[config.mk]
export PLATFORM = sky130hd
export DESIGN_NAME = line_buffer_ctrl
export DESIGN_NICKNAME = d
export VERILOG_FILES = /design/src/rtl/line_buffer_ctrl_pkg.sv /design/src/rtl/line_buffer_ctrl_pos_counter.sv /design/src/rtl/line_buffer_ctrl.sv
export SDC_FILE = /design/constraint.sdc
export NUM_CORES = 1
export LEC_CHECK = 0
export BUFFER_PORTS_ARGS = -buffer_cell sky130_fd_sc_hd__buf_2
export CAP_MARGIN = 20
export CORE_MARGIN = 4
export CORE_UTILIZATION = 43
export DETAILED_ROUTE_END_ITERATION = 7
export PLACE_DENSITY = 0.81
export SLEW_MARGIN = 30
export SYNTH_ARGS = -nofsm -noshare
export SYNTH_HDL_FRONTEND = slang
export SYNTH_SLANG_ARGS = --single-unit
[constraint.sdc]
create_clock -name clock -period 1.6 [get_ports clock]
set_input_delay 0.24 -clock clock [delete_from_list [all_inputs] [get_ports clock]]
set_output_delay 0.24 -clock clock [all_outputs]
set_load 0.02 [all_outputs]
[src/rtl/line_buffer_ctrl_pkg.sv]
// Shared types and helpers for the line-buffer sequencer.
// STRIDE_EN (optional macro) enables strided window qualification.
package line_buffer_ctrl_pkg;

  localparam logic [1:0] ST_IDLE  = 2'd0;
  localparam logic [1:0] ST_RUN   = 2'd1;
  localparam logic [1:0] ST_DRAIN = 2'd2;

  typedef enum logic [1:0] {
    IDLE  = ST_IDLE,
    RUN   = ST_RUN,
    DRAIN = ST_DRAIN
  } state_t;

  // Counter width for a bound, never narrower than one bit.
  function automatic int cnt_width(input int bound);
    return (bound < 2) ? 1 : $clog2(bound);
  endfunction

endpackage

[src/rtl/line_buffer_ctrl_pos_counter.sv]
// Raster row/column position counter with accept enable and column-wrap flag.
// With STRIDE_EN defined it also tracks window phase modulo STRIDE.
module pos_counter
  import line_buffer_ctrl_pkg::*;
#(
  parameter int KERNEL_SIZE = 3,
  parameter int ROW_SIZE    = 5,
  parameter int COL_SIZE    = 5
`ifdef STRIDE_EN
  ,
  parameter int STRIDE      = 1
`endif
) (
  input  logic                          clock,
  input  logic                          reset_n,
  input  logic                          clear,
  input  logic                          accept,
  output logic [cnt_width(COL_SIZE)-1:0] row,
  output logic [cnt_width(ROW_SIZE)-1:0] col,
  output logic                          col_wrap
`ifdef STRIDE_EN
  ,
  output logic [cnt_width(STRIDE)-1:0]  row_phase,
  output logic [cnt_width(STRIDE)-1:0]  col_phase
`endif
);

  localparam int RW = cnt_width(COL_SIZE);
  localparam int CW = cnt_width(ROW_SIZE);
  localparam logic [RW-1:0] ROW_LAST = RW'(COL_SIZE - 1);
  localparam logic [CW-1:0] COL_LAST = CW'(ROW_SIZE - 1);

  logic [RW-1:0] row_reg;
  logic [CW-1:0] col_reg;

  assign row      = row_reg;
  assign col      = col_reg;
  assign col_wrap = (col_reg == COL_LAST);

  always_ff @(posedge clock or negedge reset_n) begin
    if (!reset_n) begin
      row_reg <= '0;
      col_reg <= '0;
    end else if (clear) begin
      row_reg <= '0;
      col_reg <= '0;
    end else if (accept) begin
      if (col_wrap) begin
        col_reg <= '0;
        row_reg <= (row_reg == ROW_LAST) ? '0 : row_reg + 1'b1;
      end else begin
        col_reg <= col_reg + 1'b1;
      end
    end
  end

`ifdef STRIDE_EN
  localparam int PW = cnt_width(STRIDE);
  localparam logic [PW-1:0] PH_LAST   = PW'(STRIDE - 1);
  localparam logic [RW-1:0] ROW_FIRST = RW'(KERNEL_SIZE - 1);
  localparam logic [CW-1:0] COL_FIRST = CW'(KERNEL_SIZE - 1);

  logic [PW-1:0] row_phase_reg;
  logic [PW-1:0] col_phase_reg;

  assign row_phase = row_phase_reg;
  assign col_phase = col_phase_reg;

  // Phases are anchored at K-1 so phase 0 means (pos-(K-1)) is a multiple of STRIDE.
  always_ff @(posedge clock or negedge reset_n) begin
    if (!reset_n) begin
      row_phase_reg <= '0;
      col_phase_reg <= '0;
    end else if (clear) begin
      row_phase_reg <= '0;
      col_phase_reg <= '0;
    end else if (accept) begin
      if (col_wrap) begin
        col_phase_reg <= '0;
        if (row_reg < ROW_FIRST) begin
          row_phase_reg <= '0;
        end else begin
          row_phase_reg <= (row_phase_reg == PH_LAST) ? '0 : row_phase_reg + 1'b1;
        end
      end else if (col_reg < COL_FIRST) begin
        col_phase_reg <= '0;
      end else begin
        col_phase_reg <= (col_phase_reg == PH_LAST) ? '0 : col_phase_reg + 1'b1;
      end
    end
  end
`endif

endmodule

[src/rtl/line_buffer_ctrl.sv]
// Line-buffer sequencer: frame FSM, pixel handshake and window-valid tracking.
// Optional macro STRIDE_EN restricts windows to multiples of STRIDE.
module line_buffer_ctrl
  import line_buffer_ctrl_pkg::*;
#(
  parameter int KERNEL_SIZE = 3,
  parameter int DATA_SIZE   = 8,
  parameter int ROW_SIZE    = 5,
  parameter int COL_SIZE    = 5,
  parameter int STRIDE      = 1
) (
  input  logic                           clock,
  input  logic                           reset_n,
  input  logic                           start,
  output logic                           busy,
  input  logic                           pixel_valid,
  output logic                           pixel_ready,
  input  logic [DATA_SIZE-1:0]           pixel_in,
  output logic                           lb_shift,
  output logic [DATA_SIZE-1:0]           lb_data,
  output logic                           window_valid,
  input  logic                           window_ready,
  output logic [cnt_width(COL_SIZE)-1:0] win_row,
  output logic [cnt_width(ROW_SIZE)-1:0] win_col,
  output logic                           frame_done
);

  localparam int RW = cnt_width(COL_SIZE);
  localparam int CW = cnt_width(ROW_SIZE);
  localparam logic [RW-1:0] ROW_FIRST = RW'(KERNEL_SIZE - 1);
  localparam logic [CW-1:0] COL_FIRST = CW'(KERNEL_SIZE - 1);
  localparam logic [RW-1:0] ROW_LAST  = RW'(COL_SIZE - 1);

  if (KERNEL_SIZE < 2 || ROW_SIZE < KERNEL_SIZE || COL_SIZE < KERNEL_SIZE || STRIDE < 1)
  begin : g_param_check
    $error("line_buffer_ctrl: illegal parameter combination");
  end

  state_t        state_reg, state_next;
  logic          window_valid_reg;
  logic [RW-1:0] win_row_reg;
  logic [CW-1:0] win_col_reg;
  logic          frame_done_reg;

  logic [RW-1:0] row_cnt;
  logic [CW-1:0] col_cnt;
  logic          col_wrap;
  logic          accept;
  logic          clear;
  logic          last_pixel;
  logic          qualify;
  logic          phase_ok;

  assign clear       = (state_reg == IDLE) && start;
  assign pixel_ready = (state_reg == RUN) && (!window_valid_reg || window_ready);
  assign accept      = pixel_valid && pixel_ready;
  assign lb_shift    = accept;
  assign lb_data     = pixel_in;
  assign last_pixel  = col_wrap && (row_cnt == ROW_LAST);

  assign busy         = (state_reg != IDLE);
  assign window_valid = window_valid_reg;
  assign win_row      = win_row_reg;
  assign win_col      = win_col_reg;
  assign frame_done   = frame_done_reg;

`ifdef STRIDE_EN
  logic [cnt_width(STRIDE)-1:0] row_phase;
  logic [cnt_width(STRIDE)-1:0] col_phase;

  pos_counter #(
    .KERNEL_SIZE (KERNEL_SIZE),
    .ROW_SIZE    (ROW_SIZE),
    .COL_SIZE    (COL_SIZE),
    .STRIDE      (STRIDE)
  ) u_pos (
    .clock     (clock),
    .reset_n   (reset_n),
    .clear     (clear),
    .accept    (accept),
    .row       (row_cnt),
    .col       (col_cnt),
    .col_wrap  (col_wrap),
    .row_phase (row_phase),
    .col_phase (col_phase)
  );

  assign phase_ok = (row_phase == '0) && (col_phase == '0);
`else
  pos_counter #(
    .KERNEL_SIZE (KERNEL_SIZE),
    .ROW_SIZE    (ROW_SIZE),
    .COL_SIZE    (COL_SIZE)
  ) u_pos (
    .clock    (clock),
    .reset_n  (reset_n),
    .clear    (clear),
    .accept   (accept),
    .row      (row_cnt),
    .col      (col_cnt),
    .col_wrap (col_wrap)
  );

  assign phase_ok = 1'b1;
`endif

  // Columns below K-1 hold taps wrapped from the previous row, so they never qualify.
  assign qualify = accept && (row_cnt >= ROW_FIRST) && (col_cnt >= COL_FIRST) && phase_ok;

  always_comb begin
    state_next = state_reg;
    case (state_reg)
      IDLE:    if (start) state_next = RUN;
      RUN:     if (accept && last_pixel) state_next = DRAIN;
      DRAIN:   if (!window_valid_reg || window_ready) state_next = IDLE;
      default: state_next = IDLE;
    endcase
  end

  always_ff @(posedge clock or negedge reset_n) begin
    if (!reset_n) begin
      state_reg        <= IDLE;
      window_valid_reg <= 1'b0;
      win_row_reg      <= '0;
      win_col_reg      <= '0;
      frame_done_reg   <= 1'b0;
    end else begin
      state_reg      <= state_next;
      frame_done_reg <= (state_reg == DRAIN) && (state_next == IDLE);
      if (qualify) begin
        window_valid_reg <= 1'b1;
        win_row_reg      <= row_cnt - ROW_FIRST;
        win_col_reg      <= col_cnt - COL_FIRST;
      end else if (window_ready) begin
        window_valid_reg <= 1'b0;
      end
    end
  end

endmodule

Yosys cells after proc, flatten, opt, wreduce, memory -nomap -nowiden. Cells that the tools add are included.

ROM bits: 0. Flip-flop bits (word level): 16. Memory bits (writable): 0. Logic and storage cells: 47. Bits of input ports: 13. Memories kept: 0. Bits in latches: 0. Output and inout port bits: 19.

Divide/modulo/power cells: 0. Order comparisons: 2. $mul: 0. Bitwise logic cells: 0. Shift-type cells: 0. Muxes and demuxes: 13. Equal/unequal tests: 4. Reduce and logical (&&, ||, !) cells: 17. Add/subtract/negate cells: 4.

Operators with widths (number): two-way mux 3 bit (7); logical AND 1 bit (8); nonzero test 2 bit (4); adder 3 x 1 -> 3 bit, second input constant (2); == test 3 bit, second input constant (2); greater-or-equal comparator 3 x 2 -> 1 bit, second input constant (2); two-way mux 2 bit (3); one-hot mux 2 bit (3 select lines) (1); subtractor 3 x 2 -> 3 bit, second input constant (2); zero test 2 bit (2); == test 2 x 1 -> 1 bit, second input constant (1); == test 2 bit, second input constant (1); two-way mux 1 bit (2); AND reduction 2 bit (1); zero test 1 bit (1); logical OR 1 bit (1).

Depth between registers and ports, before layout. Gate-level depths: netlist of the first run.

Depth in word-level cells: 9. Depth in mapped cells: 6. Mapped depth without buffers: 6.

Cells and area by module. From an unflattened synthesis of the first run, not the netlist that was laid out.

Cells, all modules: 92. Area, all modules: 922.1 um^2.

By module, submodules not included: line_buffer_ctrl (cells each 54, sequential area each 250.2 um^2, area an instance 563.0 um^2, instances 1); pos_counter (cells each 38, sequential area each 150.1 um^2, area an instance 359.1 um^2, instances 1).

Worst setup path after synthesis of the first run. Ideal clock, no wire load.

Kind: flip-flop to flip-flop. From: register window_valid_reg, in the netlist window_valid. To: register win_col_reg[0], in the netlist win_col[0]. Setup slack: -0.029 ns. Arrival time: 1.504 ns. Buffers on the path: 1. Clock period less this slack: 1.629 ns. Stages on the path, launching flop included: 6. Data required time: 1.475 ns. Library setup time: 0.125 ns. Cell sequence: dfrtp_1 -> nand2b_1 -> nand3_2 -> or3_1 -> buf_6 -> mux2_4.

Word-level cells in the longest chain between the ends: 6.

RTL lines: from (decl) (RTL line line_buffer_ctrl.sv:40) `logic window_valid_reg;`; from (signal assigned) (RTL line line_buffer_ctrl.sv:123) `window_valid_reg <= 1'b0;`; from (signal assigned) (RTL line line_buffer_ctrl.sv:131) `window_valid_reg <= 1'b1;`; from (signal assigned) (RTL line line_buffer_ctrl.sv:135) `window_valid_reg <= 1'b0;`; zero test 1 bit (RTL line line_buffer_ctrl.sv:55) `assign pixel_ready = (state_reg == RUN) && (!window_valid_reg || window_ready);`; logical OR 1 bit (RTL line line_buffer_ctrl.sv:55); logical AND 1 bit (RTL line line_buffer_ctrl.sv:55); logical AND 1 bit (RTL line line_buffer_ctrl.sv:56) `assign accept = pixel_valid && pixel_ready;`; logical AND 1 bit (2 in a row) (RTL line line_buffer_ctrl.sv:108) `assign qualify = accept && (row_cnt >= ROW_FIRST) && (col_cnt >= COL_FIRST) && phase_ok;`; to (signal assigned) (RTL line line_buffer_ctrl.sv:133) `win_col_reg <= col_cnt - COL_FIRST;`; to (decl) (RTL line line_buffer_ctrl.sv:42) `logic [CW-1:0] win_col_reg;`.

No other way between the ends. A chain may end at the register's enable or synchronous reset.

Worst setup path after layout of the first run.
From: register u_pos.row_reg[2], in the netlist u_pos.row[2]. To: register win_col_reg[0], in the netlist win_col[0].

Word-level cells in the longest chain between the ends: 3.

RTL lines: from (decl) (RTL line line_buffer_ctrl_pos_counter.sv:33) `logic [RW-1:0] row_reg;`; from (signal assigned) (RTL line line_buffer_ctrl_pos_counter.sv:50) `row_reg <= (row_reg == ROW_LAST) ? '0 : row_reg + 1'b1;`; greater-or-equal comparator 3 x 2 -> 1 bit (RTL line line_buffer_ctrl.sv:108); logical AND 1 bit (2 in a row) (RTL line line_buffer_ctrl.sv:108).

No other way between the ends.

==> results.md, run 1 <==
- RD Place Congestion: approximately 0.75
- Synth cell count leaders: dfrtp_1, inv_1, buf_4, ha_1, a21oi_1
- Yosys warns: 0
- Layout cell share with drive strength beyond 1: 0.409
- Total power: approximately 1.8 mW
- Critical Path End Type: flop
- Area of the multi-input gates: around 430 um^2
- I/O Pins: 32
- Clock Sinks: 16
- Final Max Tran Viols: 0
- Flop2flop setup slack: 0.02 ns
- Largest net degree at the start of global routing: 17
- Most area-consuming cells after synthesis: dfrtp_1, ha_1, buf_4, mux2_4, inv_1
- Remaining antenna violation count: 0
- Synth-to-Final Area Change: 25.2%
- DP Cell Count: 134
- Clock Skew: approximately 0.0016 ns
- 1st-iter DRT viols: 12
- CP cell instances: inv_1 > ha_4 > a21boi_1 > or3_4 > mux2_4
- Status: finished, final reports clean
- Post-Route M1 WL: between 800 and 900 um
- # rows: 16
- Post-synthesis cell type count: 24
- Hold/Removal Path Class: in -> reg
- Fin crit share: 0.986
- H-tree levels: 1
- Antenna cells: 0
- Initial core utilization: 0.461
- Met2 wire len: 824 um
- PortBufs: 15
- Register area share after synthesis: 0.434
- #FFs+latches synth: 16
- VDD IR max: roughly 0.73 mV
- Critical Path Max Stage Delay: 0.44 ns
- Synthesized area per cell: between 10 and 15 um^2
- Number of flops mapped to enable cells by yosys: 0
- Post-DP Area: approximately 1100 um^2
- Fin area: around 1200 um^2
- Post-DP HPWL: 1.36 mm
- Slowest CP cell: or3_4
- Fmax: 634 MHz
- Unrepaired setup endpoints after global routing: true
- Drt drc: 0
- Final nets: 137
- Primary FF master, synth: dfrtp_1
- Vias: roughly 680
- Rel. slew slack: 0.761
- First-pass GRT wire length: ~2.8 mm
- Die span in x: 54.3 um
- Syn nets: 110
- Congestion Overflow GR: 0
- Final WL: 1.77 mm
- Root buffer cell: clkbuf_4
- Uppermost layer routed: met4
- Filler Cells Inserted: 170
- Minimum clock period: 1.58 ns
- Post-Syn Instances: 89
- Startpoint types: flop
- Pleak: between 0.6 and 0.7 nW
- Most common cell in the netlist: dfrtp_1
- First drt pass iteration count: 4
- CP Max Fanout: 6
- Synth async-reset ratio: 1.00
- Max Cap Violations: 0
- CP required: around 1.8 ns
- WP data arrival: 1.75 ns
- Initial antenna violation count: 0
- Pwr per Cell Area: about 1600 nW/um^2
- Hold slack: about 0.24 ns
- Via density: 4.80
- Final TNS setup: 0 ns
- TritonCTS clock tree: yes
- Core footprint: 2000 um^2
- Clk_lat worst skew: 0.28 ns
- CTS clk-pin slew, worst paths: about 0.090 ns
- WS Path Type: reg -> reg
- Final setup vio count: 0
- Die ar.: between 2000 and 3000 um^2
- Routed len/inst: roughly 12 um
- Chip Height: between 50 and 60 um
- Max clock buf depth: 2
- All-layer global routing usage: 0.135
- TritonCTS buffer count: 3
- Finished Layout Cells: ~140
- Synth top area share: 0.434
- Worst-Margin Slew: approximately 0.36 ns
- Final Hold Viols: 0
- Met3 wire length: a little over 90 um
- Post-Synthesis Cell Area: approximately 920 um^2
- Vias in the first global route: 649
- Post-synth top area cell: dfrtp_1
- FF/Latch Area: 402 um^2
## layout by cell type, fill, tap and decap left out, types with 2 or more instances in the layout
cell type / Yosys / layout
o21ai_0: 2 / 2
clkbuf_4: 0 / 3
buf_6: 1 / 2
nand2_1: 6 / 6
a21oi_1: 7 / 7
mux2_4: 4 / 4
ha_1: 8 / 7
buf_2: 0 / 13
nand2b_1: 3 / 3
dfrtp_1: 16 / 15
nor3_1: 2 / 2
nor2_1: 5 / 5
buf_4: 8 / 15
inv_1: 10 / 8
nand3_1: 3 / 3
mux2i_1: 3 / 3
## where the power goes
part / leakage, nW / switching (mW) / internal [mW] / total, mW
Clock: 0.0210 / 0.127 / 0.138 / 0.265
Sequential: 0.196 / 0.0821 / 0.546 / 0.628
Combinational: 0.416 / 0.490 / 0.453 / 0.943
## kinds of logic after synthesis
kind of cell / Yosys count / synth area share
compound gates: 13 / 0.0841
fa+ha+maj: 8 / 0.109
buf+inv: 19 / 0.118
flops: 16 / 0.434
mux: 7 / 0.0977
simple gates: 26 / 0.157
## area by class of cell
type                            instances  area share
Sequential cell                        16       0.348
Clock buffer                            4      0.0314
Tap cell                               27      0.0293
Multi-Input combinational cell         54       0.375
Inverter                               10      0.0347
Timing Repair Buffer                   31       0.182
## timing repair
action	in CTS	in global routing
pin swaps	0	1
setup endpoints to repair	7	8
hold buffers	1	0
hold endpoints to repair	16	0
setup buffers	1	2
gates resized for setup	3	7
## routing by layer
layer | vias up | GRT usage
li1 | 338 | -
met1 | 319 | 0.166
met2 | 20 | 0.223
met3 | 4 | 0.0409
met4 | 0 | 0.0456
met5 | - | 0
## critical path, delay by kind of cell, from the launching register on
kind | cells | cell delay [ns]
simple gates | 1 | 0.44
mux | 1 | 0.31
flops | 1 | 0.36
compound gates | 1 | 0.12
buf+inv | 1 | 0.09
fa+ha+maj | 1 | 0.16
## metrics by stage
stage / worst slack [ns] / utilization
floorplan: -0.0103 / -
global placement: -0.00176 / 0.526
detailed placement: -0.0528 / 0.526
CTS: 0.0280 / 0.557
global route: -0.0297 / 0.577
finish: 0.0226 / 0.577
## worst paths after layout
path,startpoint,endpoint,cells after the start
hold / removal,window_ready,frame_done$_DFF_PN0_,3
hold reg to reg,win_col[0]$_DFFE_PN0P_,win_col[0]$_DFFE_PN0P_,1
min in group asynchronous,reset_n,u_pos.col[0]$_DFFE_PN0P_,2
setup reg to reg,u_pos.row[2]$_DFFE_PN0P_,win_col[0]$_DFFE_PN0P_,5
setup / recovery,u_pos.row[2]$_DFFE_PN0P_,win_col[0]$_DFFE_PN0P_,5
max in group asynchronous,reset_n,window_valid$_DFFE_PN0P_,2
No activity file was read; power rests on OpenSTA's default activity.
==> run 2, diff against run 1 <==
Settings changed: RECOVER_POWER from default to 50.
==> results.md, run 2 (same netlist as run 1, synthesis figures left out) <==
- Synth-to-Final Area Change: 25.1%
- Filler Cells Inserted: 170
- Status: finished, final reports clean
- Hold/Removal Path Class: in -> reg
- Pleak: 0.630 nW
- First-pass GRT wire length: 2.84 mm
- Final Hold Viols: 0
- 1st-iter DRT viols: 12
- M2 GR Usage: 0.223
- Congestion Overflow GR: 0
- Finished Layout Cells: ~140
- Met1 Track Usage GR: 0.166
- Fmax: 634 MHz
- CP cell instances: inv_1 > ha_4 > a21boi_1 > or3_4 > mux2_4
- Clock Skew: about 0.0016 ns
- Drt drc: 0
- Slowest CP cell: or3_4
- Fin area: approximately 1200 um^2
- Total power: 1.84 mW
- H-tree levels: 1
- Vias in the first global route: 649
- Antenna cells: 0
- Startpoint types: flop
- Hold depth: 3
- CP Max Fanout: 6
- WP data arrival: approximately 1.8 ns
- R2R Path End: win_col[0]$_DFFE_PN0P_
- Chip Height: between 50 and 60 um
- PortBufs: 15
- Clk_lat worst skew: 0.28 ns
- Global Route met3 Usage: 0.0409
- TritonCTS buffer count: 3
- Post-DP HPWL: 1.36 mm
- Die ar.: around 3000 um^2
- Routed len/inst: around 12 um
- Hold slack: approximately 0.24 ns
- Initial core utilization: 0.461
- First drt pass iteration count: 4
- Final WL: 1.77 mm
- Max Cap Violations: 0
- Worst reg-to-reg path cell count: 5
- Flop2flop setup slack: around 0.023 ns
- Unrepaired setup endpoints after global routing: true
- Launch point of the worst reg-to-reg path: u_pos.row[2]$_DFFE_PN0P_
- Critical Path Max Stage Delay: 0.44 ns
- CTS clk-pin slew, worst paths: approximately 0.09 ns
- Worst-Margin Slew: about 0.86 ns
- RD Place Congestion: 0.751
- Core footprint: about 2000 um^2
- Most frequent cells in the layout: dfrtp_1, buf_4, buf_2
- Fin crit share: 0.986
- Worst hold start: window_ready
- Area of the multi-input gates: between 400 and 500 um^2
- Minimum clock period: between 1.5 and 2 ns
- Final Max Tran Viols: 0
- # rows: 16
- Rel. slew slack: 0.429
- WS Path Type: reg -> reg
- Clock Sinks: 16
- Die span in x: about 54 um
- I/O Pins: 32
- Max clock buf depth: 2
- FF/Latch Area: around 400 um^2
- Final nets: between 100 and 150
- Final setup vio count: 0
- Core Util, Final: 0.576
- Crit path from: u_pos.row[2]$_DFFE_PN0P_
- Via density: roughly 4.8
- TritonCTS clock tree: yes
- Pwr per Cell Area: between 1500 and 2000 nW/um^2
- VDD IR max: 0.728 mV
- GR peak layer: met2
- Post-DP Area: 1050 um^2
- All-layer global routing usage: 0.135
- Remaining antenna violation count: 0
- DP Cell Count: 134
- CP required: ~1.8 ns
- Vias: slightly below 700
- Root buffer cell: clkbuf_4
- Hold path endpoint: frame_done$_DFF_PN0_
- Layout cell share with drive strength beyond 1: 0.400
- Initial antenna violation count: 0
- Critical Path End Type: flop
- Largest net degree at the start of global routing: 17
## run 2: cell types whose count changed in the layout (fill, tap and decap cells not counted)
cell / delta
clkbuf_1: +1
buf_2: -1
## run 2: how the worst max path moves through the flow
stage / to / slack [ns] / depth (start not counted)
3_3_place_gp: win_row[0]$_DFFE_PN0P_ / -0.002 / 5
5_1_grt: win_col[0]$_DFFE_PN0P_ / -0.03 / 5
3_5_place_dp: win_row[1]$_DFFE_PN0P_ / -0.05 / 5
6_report: win_col[0]$_DFFE_PN0P_ / 0.02 / 5
2_1_floorplan: win_col[0]$_DFFE_PN0P_ / -0.01 / 6
4_1_cts: busy / 0.03 / 3
## run 2: repair_timing
| action | CTS | global route |
|---|---|---|
| pin swaps | 0 | 1 |
| hold buffers | 1 | 0 |
| buffers inserted | 1 | 2 |
| setup endpoints to repair | 7 | 8 |
| resized for setup | 3 | 7 |
| endpoints found under the hold margin | 16 | 0 |
## run 2: cell type report
class	count	area share
multi-input combinational	54	0.375
sequential	16	0.348
timing repair buffer	31	0.181
inverter	10	0.0347
clock buffer	4	0.0315
tap	27	0.0293
## run 2: per-layer routing
layer / part of all wire / vias to the layer above
met5: 0 / -
met4: 0.0056 / 0
met3: 0.052 / 4
met2: 0.47 / 20
met1: 0.48 / 319
li1: - / 338
## run 2: report_power, final
| part | internal [mW] | switching (mW) |
|---|---|---|
| registers | 0.546 | 0.0821 |
| clock network | 0.138 | 0.127 |
| logic | 0.452 | 0.490 |
## run 2: stage by stage
step	setup slack [ns]	TNS (ns)
final	0.0226	0
after global placement	-0.00176	-0.00632
after detailed placement	-0.0528	-0.248
after CTS	0.0280	0
after global routing	-0.0297	-0.152
after floorplan	-0.0103	-0.0414
## run 2: critical path, delay by kind of cell (launching register included)
family / cells / cell delay [ns]
AND/OR/NAND/NOR: 1 / 0.44
flip-flops: 1 / 0.36
buffers and inverters: 1 / 0.09
AO/OA/AOI/OAI: 1 / 0.12
multiplexers: 1 / 0.31
adder cells (fa/ha/maj): 1 / 0.16
